$ cat src/rtl/mem_ctrl_pkg.sv
// Shared definitions for the load/store memory access controller:
// operation codes, FSM state type, timeout default and lane helpers.
package mem_ctrl_pkg;

  localparam logic [3:0] OP_NONE = 4'b0000;
  localparam logic [3:0] LB      = 4'b0001;
  localparam logic [3:0] LH      = 4'b0010;
  localparam logic [3:0] LW      = 4'b1000;
  localparam logic [3:0] LBU     = 4'b1001;
  localparam logic [3:0] LHU     = 4'b1010;
  localparam logic [3:0] SB      = 4'b0001;
  localparam logic [3:0] SH      = 4'b0010;
  localparam logic [3:0] SW      = 4'b1000;

  localparam int TIMEOUT_DEFAULT = 255;

  typedef enum logic [1:0] {IDLE, BUS, DONE} state_t;

  function automatic logic is_load(input logic [3:0] code);
    return (code == LB) || (code == LH) || (code == LW) || (code == LBU) || (code == LHU);
  endfunction

  function automatic logic is_store(input logic [3:0] code);
    return (code == SB) || (code == SH) || (code == SW);
  endfunction

  // Access size is encoded in code[1:0]: 01 byte, 10 half, 00 word.
  function automatic logic misaligned(input logic [3:0] code, input logic [1:0] lane);
    return ((code[1:0] == 2'b10) && lane[0]) || ((code[1:0] == 2'b00) && (lane != 2'b00));
  endfunction

  function automatic logic [3:0] byte_en(input logic [3:0] code, input logic [1:0] lane);
    case (code[1:0])
      2'b01:   return 4'b0001 << lane;
      2'b10:   return 4'b0011 << {lane[1], 1'b0};
      default: return 4'b1111;
    endcase
  endfunction

  function automatic logic [31:0] lane_data(input logic [3:0] code, input logic [31:0] data);
    case (code[1:0])
      2'b01:   return {4{data[7:0]}};
      2'b10:   return {2{data[15:0]}};
      default: return data;
    endcase
  endfunction

endpackage

$ cat src/rtl/load_aligner.sv
// Combinational load lane extraction: shifts the addressed byte/half down
// to bit 0 and applies sign or zero extension according to the load code.
module load_aligner
  import mem_ctrl_pkg::*;
(
  input  logic [3:0]  op,
  input  logic [1:0]  lane,
  input  logic [31:0] word,
  output logic [31:0] data
);

  logic [31:0] shifted;

  assign shifted = word >> {lane, 3'b000};

  always_comb begin
    data = '0;
    case (op)
      LB:      data = {{24{shifted[7]}}, shifted[7:0]};
      LBU:     data = {24'b0, shifted[7:0]};
      LH:      data = {{16{shifted[15]}}, shifted[15:0]};
      LHU:     data = {16'b0, shifted[15:0]};
      LW:      data = shifted;
      default: data = '0;
    endcase
  end

endmodule

$ cat src/rtl/mem_access_ctrl.sv
// Load/store unit bus controller: IDLE -> BUS -> DONE handshake with a
// bus-ack timeout, misalignment detection and aligned load return data.
module mem_access_ctrl
  import mem_ctrl_pkg::*;
#(
  parameter int TIMEOUT = TIMEOUT_DEFAULT
) (
  input  logic        clk_i,
  input  logic        rst_n_i,
  input  logic [3:0]  mem_read_i,
  input  logic [3:0]  mem_write_i,
  input  logic [31:0] addr_i,
  input  logic [31:0] wdata_i,
  output logic        stall_o,
  output logic [31:0] rdata_o,
  output logic        rdata_valid_o,
  output logic        misalign_o,
  output logic        bus_err_o,
  output logic        bus_req_o,
  output logic        bus_we_o,
  output logic [31:0] bus_addr_o,
  output logic [3:0]  bus_be_o,
  output logic [31:0] bus_wdata_o,
  input  logic        bus_ack_i,
  input  logic [31:0] bus_rdata_i
);

  state_t      state;
  logic [3:0]  op_q;
  logic [1:0]  lane_q;
  logic        load_q;
  logic [7:0]  cnt;

  logic        ld_ok;
  logic        st_ok;
  logic [3:0]  sel_code;
  logic        op_valid;
  logic        op_misal;
  logic        go;
  logic        timeout_hit;
  logic [31:0] aligned;

  // A valid read always shadows a simultaneous write.
  assign ld_ok       = is_load(mem_read_i);
  assign st_ok       = !ld_ok && is_store(mem_write_i);
  assign sel_code    = ld_ok ? mem_read_i : mem_write_i;
  assign op_valid    = ld_ok || st_ok;
  assign op_misal    = misaligned(sel_code, addr_i[1:0]);
  assign go          = (state == IDLE) && op_valid && !op_misal;
  assign timeout_hit = (cnt == 8'(TIMEOUT - 1));

  assign stall_o = (state == BUS) || go;

  load_aligner u_load_aligner (
    .op   (op_q),
    .lane (lane_q),
    .word (bus_rdata_i),
    .data (aligned)
  );

  always_ff @(posedge clk_i or negedge rst_n_i) begin
    if (!rst_n_i) begin
      state         <= IDLE;
      op_q          <= OP_NONE;
      lane_q        <= '0;
      load_q        <= 1'b0;
      cnt           <= '0;
      rdata_o       <= '0;
      rdata_valid_o <= 1'b0;
      misalign_o    <= 1'b0;
      bus_err_o     <= 1'b0;
      bus_req_o     <= 1'b0;
      bus_we_o      <= 1'b0;
      bus_addr_o    <= '0;
      bus_be_o      <= '0;
      bus_wdata_o   <= '0;
    end else begin
      rdata_valid_o <= 1'b0;
      misalign_o    <= 1'b0;
      bus_err_o     <= 1'b0;
      case (state)
        IDLE: begin
          if (op_valid && op_misal) begin
            misalign_o <= 1'b1;
          end else if (go) begin
            op_q        <= sel_code;
            lane_q      <= addr_i[1:0];
            load_q      <= ld_ok;
            cnt         <= '0;
            bus_req_o   <= 1'b1;
            bus_we_o    <= st_ok;
            bus_addr_o  <= {addr_i[31:2], 2'b00};
            bus_be_o    <= byte_en(sel_code, addr_i[1:0]);
            bus_wdata_o <= st_ok ? lane_data(sel_code, wdata_i) : '0;
            state       <= BUS;
          end
        end
        BUS: begin
          if (bus_ack_i || timeout_hit) begin
            bus_req_o   <= 1'b0;
            bus_we_o    <= 1'b0;
            bus_addr_o  <= '0;
            bus_be_o    <= '0;
            bus_wdata_o <= '0;
            state       <= DONE;
            // Ack takes priority over a coincident timeout.
            if (bus_ack_i) begin
              if (load_q) begin
                rdata_o       <= aligned;
                rdata_valid_o <= 1'b1;
              end
            end else begin
              bus_err_o <= 1'b1;
              rdata_o   <= '0;
            end
          end else begin
            cnt <= cnt + 8'd1;
          end
        end
        DONE: state <= IDLE;
        default: state <= IDLE;
      endcase
    end
  end

endmodule

$ cat config.mk
export PLATFORM = sky130hd
export DESIGN_NAME = mem_access_ctrl
export DESIGN_NICKNAME = d
export VERILOG_FILES = /design/src/rtl/mem_ctrl_pkg.sv /design/src/rtl/load_aligner.sv /design/src/rtl/mem_access_ctrl.sv
export SDC_FILE = /design/constraint.sdc
export NUM_CORES = 1
export LEC_CHECK = 0
export ABC_AREA = 1
export ABC_CLOCK_PERIOD_IN_PS = 4400
export CAP_MARGIN = 20
export CORE_ASPECT_RATIO = 1.1
export CORE_MARGIN = 8
export CORE_UTILIZATION = 49
export DETAILED_ROUTE_END_ITERATION = 6
export PLACE_DENSITY = 0.84
export SYNTH_ARGS = -nofsm -noshare
export SYNTH_HDL_FRONTEND = slang
export SYNTH_SLANG_ARGS = --single-unit
$ cat constraint.sdc
create_clock -name clk_i -period 4.4 [get_ports clk_i]
set_input_delay 0.66 -clock clk_i [delete_from_list [all_inputs] [get_ports clk_i]]
set_output_delay 0.66 -clock clk_i [all_outputs]
set_load 0.05 [all_outputs]
==> results.py, run 1 <==
metrics = {
    "finish": {
        "nets": 1117,
        "fin_cells": 1175,
        "stdcell_area_um2": 8907,
        "diodes": 0,
        "drive_gt1_share_pct": 6.876,
        "syn2layout_area_growth_pct": 44.58,
    },
    "placement": {
        "portBuffers": 210,
        "dp_slack_ns": 0.3951,
        "detailed_place.area_um2": 8295,
        "placed_cells": 1142,
        "dp_hpwl_um": 14070,
        "place.gp.congestion": 0.9609,
    },
    "timing": {
        "finalHoldViolations": 0,
        "fin_crit_ns": 4.025,
        "worst_hold_slack_ns": 0.3488,
        "skew_ns": 0.01097,
        "fin_crit_sh_pct": 91.47,
        "tightestPinTransition_ns": 0.8753,
        "slew_violations": 0,
        "rsz0062_at_grt": "false",
        "worst_slack_ns": 0.3755,
        "setup_viol_count_final": 0,
        "setup_tns_ns": 0,
        "slew_headroom_pct": 41.65,
        "fmax_mhz": 248.5,
    },
    "global_route": {
        "grt_pass1_vias": 6119,
        "antenna_found_initial": 0,
        "grt_max_degree": 69,
        "grt_overflow_total": 0,
        "grtUsageTotal_pct": 24.23,
        "grt_first_pass_wirelength_um": 31370,
    },
    "setup_path": {
        "worstSetupEndpointType": "output pin",
        "path_delay_family": "simple AND/OR/NAND/NOR gates",
        "cpPeakStageDelay_ns": 0.53,
        "crit_chain": "clkdlybuf4s50_1, a21oi_1, nand2_1, o21ai_0, ha_1, nand2_1, nand2_1, o21ai_1, and2_1, nand2_4, nand2_4, buf_12",
        "start_kind": "input port",
        "critPathMaxFanout": 23,
        "crit_arrival_ns": 3.36,
        "crit_type": "input port to output pin",
        "slowest_stage": "ha_1",
        "cp.required_ns": 3.74,
        "cp_common_cell": "nand2_1",
        "crit_buf_inv": 2,
    },
    "cts": {
        "root_buffer": "clkbuf_16",
        "ctsLongestPathBuffers": 2,
        "insertion_delay_ns": 0.42,
        "cts_buffers": 17,
        "postCtsSetupRepairBufs": 0,
        "cts.clk_slew.worst_paths_ns": 0.06,
        "post_cts_resized": 0,
        "clock_sinks": 120,
        "cts_tree": "done",
        "htreeDepth": 4,
        "hold_buffers": 0,
    },
    "power_and_ir_drop": {
        "p_per_area_nw_per_um2": 757.2,
        "ir_drop_mv": 0.4738,
        "p_clk_share_pct": 21.2,
        "swShare_pct": 48.05,
        "p_leak_uw": 0.004455,
        "pwr-share-seq_pct": 26.3,
        "power.internal_uw": 3504,
        "p_comb_share_pct": 52.5,
        "p_sw_uw": 3241,
    },
    "logic_synthesis": {
        "synth_edf_count": 0,
        "ys_types": 32,
        "synthTopCellsByCount": "nand2_1, dfrtp_1, nand3_1",
        "syn_area_um2": 6161,
        "ys.flop_type": "dfrtp_1",
        "syn-instance-count": 814,
        "synth-seq-cells": 120,
        "synth_warnings": 0,
        "synth.most_common_cell": "nand2_1",
        "async_flop_share_pct": 100.0,
        "avgSynthCellArea_um2": 7.569,
        "synth_area_leaders": "dfrtp_1, nand2_1, nand3_1",
        "yosysSeqAreaShare_pct": 48.74,
        "synth_top_area_share_pct": 48.74,
        "yosysTopAreaCell": "dfrtp_1",
    },
    "floorplanning": {
        "start_util_pct": 49.57,
        "rows": 43,
        "fp.dieH_um": 133.6,
        "fp.dieArea_um2": 16420,
        "die_w_um": 122.9,
        "core_area_um2": 12430,
        "io_pins": 213,
    },
    "route": {
        "final_antenna_net_count": 0,
        "drt_iter0_markers": 629,
        "drc": 0,
        "vias_per_cell": 5.262,
        "firstDrtPassIters": 5,
        "vias": 6183,
        "wire_per_inst_um": 16.73,
        "finalWirelength_um": 19650,
    },
    "worst_hold_path": {
        "hp-class": "input port to asynchronous set/reset pin",
    },
    "flow_run": {
        "cap_violations": 0,
    },
    "status": {
        "status": "finished, final reports clean",
    },
}
## layout make-up
cell class | count | area, um^2
clock buffer | 18 | 429.2
multi-input combinational | 600 | 2746
clock inverter | 14 | 175.2
sequential | 120 | 3003
timing repair buffer | 220 | 2185
tap | 157 | 196.4
inverter | 46 | 172.7
fill | 997 | 3521
## final timing paths
path | startpoint | end | slack, ns | cells past startpoint
worst max-delay path | mem_read_i[1] | stall_o | 0.38 | 12
worst min-delay path | rst_n_i | rdata_o[11] | 0.35 | 1
worst max register to register | lane_q[1] | rdata_o[27] | 1.82 | 7
worst min register to register | bus_wdata_o[23] | bus_wdata_o[23] | 0.47 | 2
max in group asynchronous | rst_n_i | bus_addr_o[23] | 3.08 | 2
min in group clk_i | bus_wdata_o[23] | bus_wdata_o[23] | 0.47 | 2
## layout by cell type (no fill, tap or decap), types with 2 or more instances in the layout
master,n
a21oi_1,24
inv_1,41
o31ai_1,3
o21ai_1,2
o21ai_0,41
o311ai_0,2
ha_1,5
clkbuf_16,17
dfrtp_1,120
clkinvlp_4,3
inv_6,2
nand2_1,334
o211ai_1,7
conb_1,2
bufinv_16,3
nor2_1,33
buf_4,11
nand3_1,81
clkdlybuf4s50_1,208
nand4_1,16
and2_1,2
clkinv_2,2
nand3b_1,17
or2_2,17
inv_2,4
clkinv_4,4
xor2_1,4
nand2_4,3
## layer usage
| metal | routed length (um) | vias up | GRT usage (%) |
|---|---|---|---|
| li1 | - | 2982 | - |
| met1 | 7569 | 2865 | 28.86 |
| met2 | 9361 | 297 | 38.71 |
| met3 | 2175 | 39 | 8.548 |
| met4 | 546 | 0 | 10.10 |
| met5 | 0 | - | 0 |
## registers in the layout, indices dropped and copies added (netlist names), 2 cells and up
signal       flops
bus_wdata_o     32
rdata_o         32
bus_addr_o      30
cnt              8
bus_be_o         4
op_q             4
lane_q           2
state            2
## per-stage QoR
stage / total power (uW) / util, %
global placement: 5272 / 66.75
global route: 7083 / 71.67
CTS: 6771 / 71.61
detailed placement: 5318 / 66.75
floorplan: 4110 / -
finish: 6745 / 71.67
## power groups by stage
stage,clock (uW),sequential [uW],combinational (uW)
finish,1430,1770,3540
global route,1490,1830,3770
CTS,1440,1770,3560
detailed placement,0,1780,3540
global placement,0,1770,3500
floorplan,0,3000,1110
## cell families after synthesis
| kind of cell | count (synthesis) | synth area share, % |
|---|---|---|
| AND/OR/NAND/NOR | 506 | 35.40 |
| flip-flops | 120 | 48.74 |
| buffers and inverters | 95 | 6.742 |
| AO/OA/AOI/OAI | 82 | 7.332 |
| XOR/XNOR | 5 | 0.7108 |
| adder cells (fa/ha/maj) | 5 | 1.015 |
| other | 1 | 0.06087 |
## worst register-to-register path, cell delays in order, from the launching register on
cell,delay (ns)
dfrtp_1,0.73
inv_1,0.42
nand3_1,0.18
o21ai_0,0.14
nand3b_1,0.64
nand3_1,0.26
nand2_1,0.08
nand2_1,0.07
Power figures use the tool's default switching activity.
==> inputs of run 2 (changes only) <==
--- a/config.mk
+++ b/config.mk
@@ -13,6 +13,7 @@
 export CORE_UTILIZATION = 49
 export DETAILED_ROUTE_END_ITERATION = 6
 export PLACE_DENSITY = 0.84
+export SETUP_SLACK_MARGIN = 0.2
 export SYNTH_ARGS = -nofsm -noshare
 export SYNTH_HDL_FRONTEND = slang
 export SYNTH_SLANG_ARGS = --single-unit
==> run 2 against run 1 <==
Via count decreased by 0.13%. Die area unchanged. Clock skew increased by 0.0016 ns. Register-to-register slack about the same. Clock power about the same. Worst hold slack improved by 0.0038 ns. Non-clock buffer count unchanged. Utilization about the same. Global-route usage unchanged. Critical path depth unchanged. Critical endpoint unchanged. Highest routed layer unchanged.
==> results.py, run 2 (same netlist as run 1, synthesis figures left out) <==
metrics = {
    "power_and_ir_drop": {
        "power.internal_uw": 3504,
        "p_leak_uw": 0.004453,
        "p_sw_uw": 3243,
        "p_clk_share_pct": 21.2,
        "swShare_pct": 48.07,
        "pwr-share-seq_pct": 26.2,
        "p_comb_share_pct": 52.5,
        "p_per_area_nw_per_um2": 757.2,
        "ir_drop_mv": 0.4740,
    },
    "setup_path": {
        "slowest_stage": "o21ai_0",
        "r2r_setup_slack_ns": 1.81,
        "r2r_start": "lane_q[1]",
        "worstReg2RegEnd": "rdata_o[8]",
        "crit_chain": "clkdlybuf4s50_1, a21oi_1, nand2_1, o21ai_0, ha_2, nand2_1, nand2_1, o21ai_1, and2_1, nand2_4, nand2_4, buf_12",
        "cpPeakStageDelay_ns": 0.47,
        "crit_buf_inv": 2,
        "reg2reg_depth": 7,
        "worstSetupEndpointType": "output pin",
        "cp_common_cell": "nand2_1",
        "path_delay_family": "simple AND/OR/NAND/NOR gates",
        "cp.required_ns": 3.74,
        "start_kind": "input port",
        "critPathMaxFanout": 23,
        "crit_arrival_ns": 3.26,
        "crit_type": "input port to output pin",
    },
    "timing": {
        "setup_tns_ns": 0,
        "worst_slack_ns": 0.4781,
        "tightestPinTransition_ns": 0.8829,
        "slew_headroom_pct": 41.14,
        "fmax_mhz": 255.0,
        "fin_crit_ns": 3.922,
        "slew_violations": 0,
        "fin_crit_sh_pct": 89.13,
        "setup_viol_count_final": 0,
        "finalHoldViolations": 0,
        "rsz0062_at_grt": "false",
        "skew_ns": 0.01257,
    },
    "route": {
        "finalWirelength_um": 19680,
        "vias_per_cell": 5.255,
        "wire_per_inst_um": 16.75,
        "final_antenna_net_count": 0,
        "drt_iter0_markers": 730,
        "vias": 6175,
        "firstDrtPassIters": 7,
        "drc": 0,
    },
    "finish": {
        "mostFrequentLayoutCells": "nand2_1, clkdlybuf4s50_1, dfrtp_1",
        "biggestRegsByFlops": "bus_wdata_o: 32 flops, rdata_o: 32 flops, bus_addr_o: 30 flops",
        "drive_gt1_share_pct": 6.974,
        "syn2layout_area_growth_pct": 44.62,
        "nets": 1117,
        "final-seq-area_um2": 3003,
        "mostFrequentLayoutCell": "nand2_1",
        "multiInputGateArea_um2": 2749,
        "num-fill-cells": 997,
        "diodes": 0,
    },
    "placement": {
        "portBuffers": 210,
        "place.gp.congestion": 0.9609,
        "dp_hpwl_um": 14070,
        "dp_slack_ns": 0.3951,
    },
    "global_route": {
        "grt_overflow_total": 0,
        "antenna_found_initial": 0,
        "grt_max_degree": 69,
        "grtUsageTotal_pct": 24.23,
        "grt_pass1_vias": 6119,
        "grt_first_pass_wirelength_um": 31370,
    },
    "cts": {
        "hold_buffers": 0,
        "root_buffer": "clkbuf_16",
        "clock_sinks": 120,
        "cts_buffers": 17,
        "insertion_delay_ns": 0.42,
        "htreeDepth": 4,
        "cts.clk_slew.worst_paths_ns": 0.06,
        "cts_tree": "done",
        "ctsLongestPathBuffers": 2,
    },
    "worst_hold_path": {
        "hp-class": "input port to asynchronous set/reset pin",
    },
    "floorplanning": {
        "core_area_um2": 12430,
        "fp.dieArea_um2": 16420,
        "start_util_pct": 49.57,
        "io_pins": 213,
        "die_w_um": 122.9,
        "rows": 43,
        "fp.dieH_um": 133.6,
    },
    "status": {
        "status": "finished, final reports clean",
    },
    "flow_run": {
        "cap_violations": 0,
    },
}
## run 2: cell counts in the layout (fill, tap and decap cells not counted)
No cell type changed its count.
## run 2: worst max path at each step
stage	cells past startpoint	slack, ns	end	from
after CTS	12	0.37	stall_o	mem_read_i[1]
after floorplan	12	1.58	stall_o	mem_read_i[1]
after global routing	12	0.20	stall_o	mem_read_i[1]
after global placement	15	0.47	bus_we_o	mem_read_i[0]
final	12	0.48	stall_o	mem_read_i[1]
after detailed placement	14	0.40	bus_wdata_o[7]	mem_read_i[1]
## run 2: stage by stage
stage                     area (um^2)  cells  hold WS, ns  util (%)  power, uW
after CTS                        8900   1174       0.3958     71.61       6771
after global placement           8295   1142       0.4526     66.75       5272
after detailed placement         8295   1142       0.4573     66.75       5318
after global routing             8910   1175       0.4284     71.69       7082
final                            8910   1175       0.3526     71.69       6747
after floorplan                  6165    815       0.3644         -       4110
## run 2: final cells by class
cell class | instances | area share, %
flip-flops and latches | 120 | 33.70
multi-input cells | 600 | 30.85
repair buffers | 220 | 24.52
clock buffers | 18 | 4.817
well taps | 157 | 2.205
clock inverters | 14 | 1.966
inverters | 46 | 1.938
## run 2: repair_timing
item                       CTS  global route
resized for setup            0             1
buffers inserted             0             0
setup endpoints to repair    0             1
hold endpoints to repair     0             0
## run 2: worst register-to-register path, cell delays in order (launching register included)
cell     delay, ns
dfrtp_1       0.72
inv_1         0.41
nor2_1        0.18
a21oi_1       0.08
nand2_1       0.64
o21ai_0       0.28
nand2_1       0.12
nand2_1       0.05
## run 2: power by group through the flow
stage | clock network, uW | registers [uW] | logic [uW]
floorplan | 0 | 3000 | 1110
global placement | 0 | 1770 | 3500
detailed placement | 0 | 1780 | 3540
CTS | 1440 | 1770 | 3560
global route | 1490 | 1830 | 3770
finish | 1430 | 1770 | 3540
## run 2: layer usage
layer | wire, um | track usage (%) | vias up
met4 | 548 | 10.10 | 0
met1 | 7697 | 28.86 | 2870
li1 | - | - | 2980
met2 | 9321 | 38.71 | 286
met3 | 2115 | 8.548 | 39
met5 | 0 | 0 | -
==> inputs of run 3 (changes only) <==
--- a/config.mk
+++ b/config.mk
@@ -6,13 +6,13 @@
 export NUM_CORES = 1
 export LEC_CHECK = 0
 export ABC_AREA = 1
-export ABC_CLOCK_PERIOD_IN_PS = 4400
+export ABC_CLOCK_PERIOD_IN_PS = 3300
 export CAP_MARGIN = 20
 export CORE_ASPECT_RATIO = 1.1
 export CORE_MARGIN = 8
-export CORE_UTILIZATION = 49
+export CORE_UTILIZATION = 41
 export DETAILED_ROUTE_END_ITERATION = 6
-export PLACE_DENSITY = 0.84
+export PLACE_DENSITY = 0.74
 export SETUP_SLACK_MARGIN = 0.2
 export SYNTH_ARGS = -nofsm -noshare
 export SYNTH_HDL_FRONTEND = slang
==> constraint.sdc (replaced) <==
create_clock -name clk_i -period 3.3 [get_ports clk_i]
set_input_delay 0.495 -clock clk_i [delete_from_list [all_inputs] [get_ports clk_i]]
set_output_delay 0.495 -clock clk_i [all_outputs]
set_load 0.05 [all_outputs]
==> run 3 against run 2 <==
Non-clock buffer count is 6 higher. Setup slack worse by 0.096 ns. Clock skew is 0.0039 ns lower. Power is 31% higher.
==> results.py, run 3 (same netlist as run 1, synthesis figures left out) <==
metrics = {
    "finish": {
        "mostFrequentLayoutCells": "nand2_1, clkdlybuf4s50_1, dfrtp_1",
        "syn2layout_area_growth_pct": 46.24,
        "nets": 1123,
        "diodes": 0,
        "final-seq-area_um2": 3003,
        "mostFrequentLayoutCell": "nand2_1",
        "drive_gt1_share_pct": 7.331,
        "final_core_util_pct": 60.56,
        "num-fill-cells": 1376,
        "biggestRegsByFlops": "bus_wdata_o: 32 flops, rdata_o: 32 flops, bus_addr_o: 30 flops",
        "multiInputGateArea_um2": 2749,
    },
    "timing": {
        "setup_viol_count_final": 0,
        "fin_crit_sh_pct": 88.41,
        "fin_crit_ns": 2.918,
        "slew_headroom_pct": 31.08,
        "skew_ns": 0.008683,
        "worst_hold_slack_ns": 0.04327,
        "rsz0062_at_grt": "false",
        "slew_violations": 0,
        "setup_tns_ns": 0,
        "finalHoldViolations": 0,
        "tightestPinTransition_ns": 1.030,
        "fmax_mhz": 342.8,
    },
    "cts": {
        "cts.clk_slew.worst_paths_ns": 0.05,
        "hold_buffers": 0,
        "ctsLongestPathBuffers": 2,
        "cts_buffers": 17,
        "insertion_delay_ns": 0.41,
        "clock_sinks": 120,
        "root_buffer": "clkbuf_16",
        "cts_tree": "done",
        "htreeDepth": 4,
    },
    "floorplanning": {
        "fp.dieH_um": 144.6,
        "core_area_um2": 14880,
        "die_w_um": 132.9,
        "rows": 47,
        "start_util_pct": 41.41,
        "io_pins": 213,
        "fp.dieArea_um2": 19210,
    },
    "placement": {
        "portBuffers": 210,
        "dp_hpwl_um": 14380,
        "place.gp.congestion": 0.8969,
    },
    "global_route": {
        "grt_max_degree": 86,
        "grt_pass1_vias": 6109,
        "antenna_found_initial": 0,
        "grtUsageTotal_pct": 20.47,
        "grt_overflow_total": 0,
        "grt_first_pass_wirelength_um": 31350,
    },
    "worst_hold_path": {
        "hp-class": "input port to asynchronous set/reset pin",
    },
    "status": {
        "status": "finished, final reports clean",
    },
    "setup_path": {
        "crit_type": "input port to output pin",
        "start_kind": "input port",
        "worstSetupEndpointType": "output pin",
        "crit_arrival_ns": 2.42,
        "cp.required_ns": 2.80,
        "critPathMaxFanout": 5,
        "reg2reg_depth": 9,
    },
    "power_and_ir_drop": {
        "p_per_area_nw_per_um2": 983.3,
        "ir_drop_mv": 0.7061,
        "p_leak_uw": 0.004480,
        "total_power_uw": 8860,
    },
    "route": {
        "vias": 6078,
        "finalWirelength_um": 19380,
        "vias_per_cell": 4.986,
        "wire_per_inst_um": 15.90,
        "drc": 0,
        "drt_iter0_markers": 445,
        "final_antenna_net_count": 0,
        "firstDrtPassIters": 5,
    },
    "flow_run": {
        "cap_violations": 0,
    },
}
run 3: changes by cell type in the layout (fill, tap and decap cells not counted), sizes merged:
cell / previous run / this run
buf: 12 / 18
clkbuf: 18 / 20
inv: 47 / 46
clkinvlp: 3 / 4
bufinv: 3 / 1
clkinv: 7 / 6
run 3: where the power goes:
part | switching [uW] | internal [uW] | leakage (uW)
Combinational | 3260 | 1550 | 0.00262
Sequential | 325 | 2010 | 0.00160
Clock | 666 | 1050 | 0.000258
Total | 4250 | 4610 | 0.00448
run 3: final timing paths:
check | start | end | slack (ns)
min in group clk_i | bus_addr_o[13] | bus_addr_o[13] | 0.47
worst max register to register | lane_q[0] | rdata_o[9] | 1.03
worst max-delay path | mem_read_i[0] | stall_o | 0.38
max in group asynchronous | rst_n_i | rdata_o[31] | 2.42
worst min-delay path | rst_n_i | rdata_o[11] | 0.04
worst min register to register | bus_addr_o[13] | bus_addr_o[13] | 0.47
run 3: cell type report:
class / count / area share (%)
clock inverter: 11 / 1.125
multi-input combinational: 600 / 30.51
clock buffer: 20 / 4.958
timing repair buffer: 226 / 25.44
tap: 196 / 2.722
sequential: 120 / 33.33
inverter: 46 / 1.916
run 3: metal layers:
layer  track usage, %  part of all wire [%]
met1            24.10                    40
met2            32.77                    48
met3            9.590                    11
met4            5.921                  0.94
met5                0                     0
run 3: what timing repair did:
action | in CTS | in global routing
setup endpoints to repair | 0 | 1
setup buffers | 0 | 0
resized for setup | 0 | 4
run 3: per-stage QoR:
step,setup WS [ns],instances,area (um^2)
finish,0.3825,1219,9010
global route,0.2054,1219,9010
CTS,0.2161,1219,9007
detailed placement,0.2288,1188,8459
global placement,0.3075,1188,8459
floorplan,0.7590,815,6165
run 3: critical path: stages:
cell and delay [ns]:
clkdlybuf4s50_1 0.52, nor2_1 0.06, nand2_1 0.05, nand2_1 0.11, o21ai_1 0.30, ha_1 0.23
nand2_1 0.06, nand2_1 0.06, o21ai_1 0.07, and2_4 0.17, nand2_4 0.07, nand2_4 0.06
buf_12 0.16
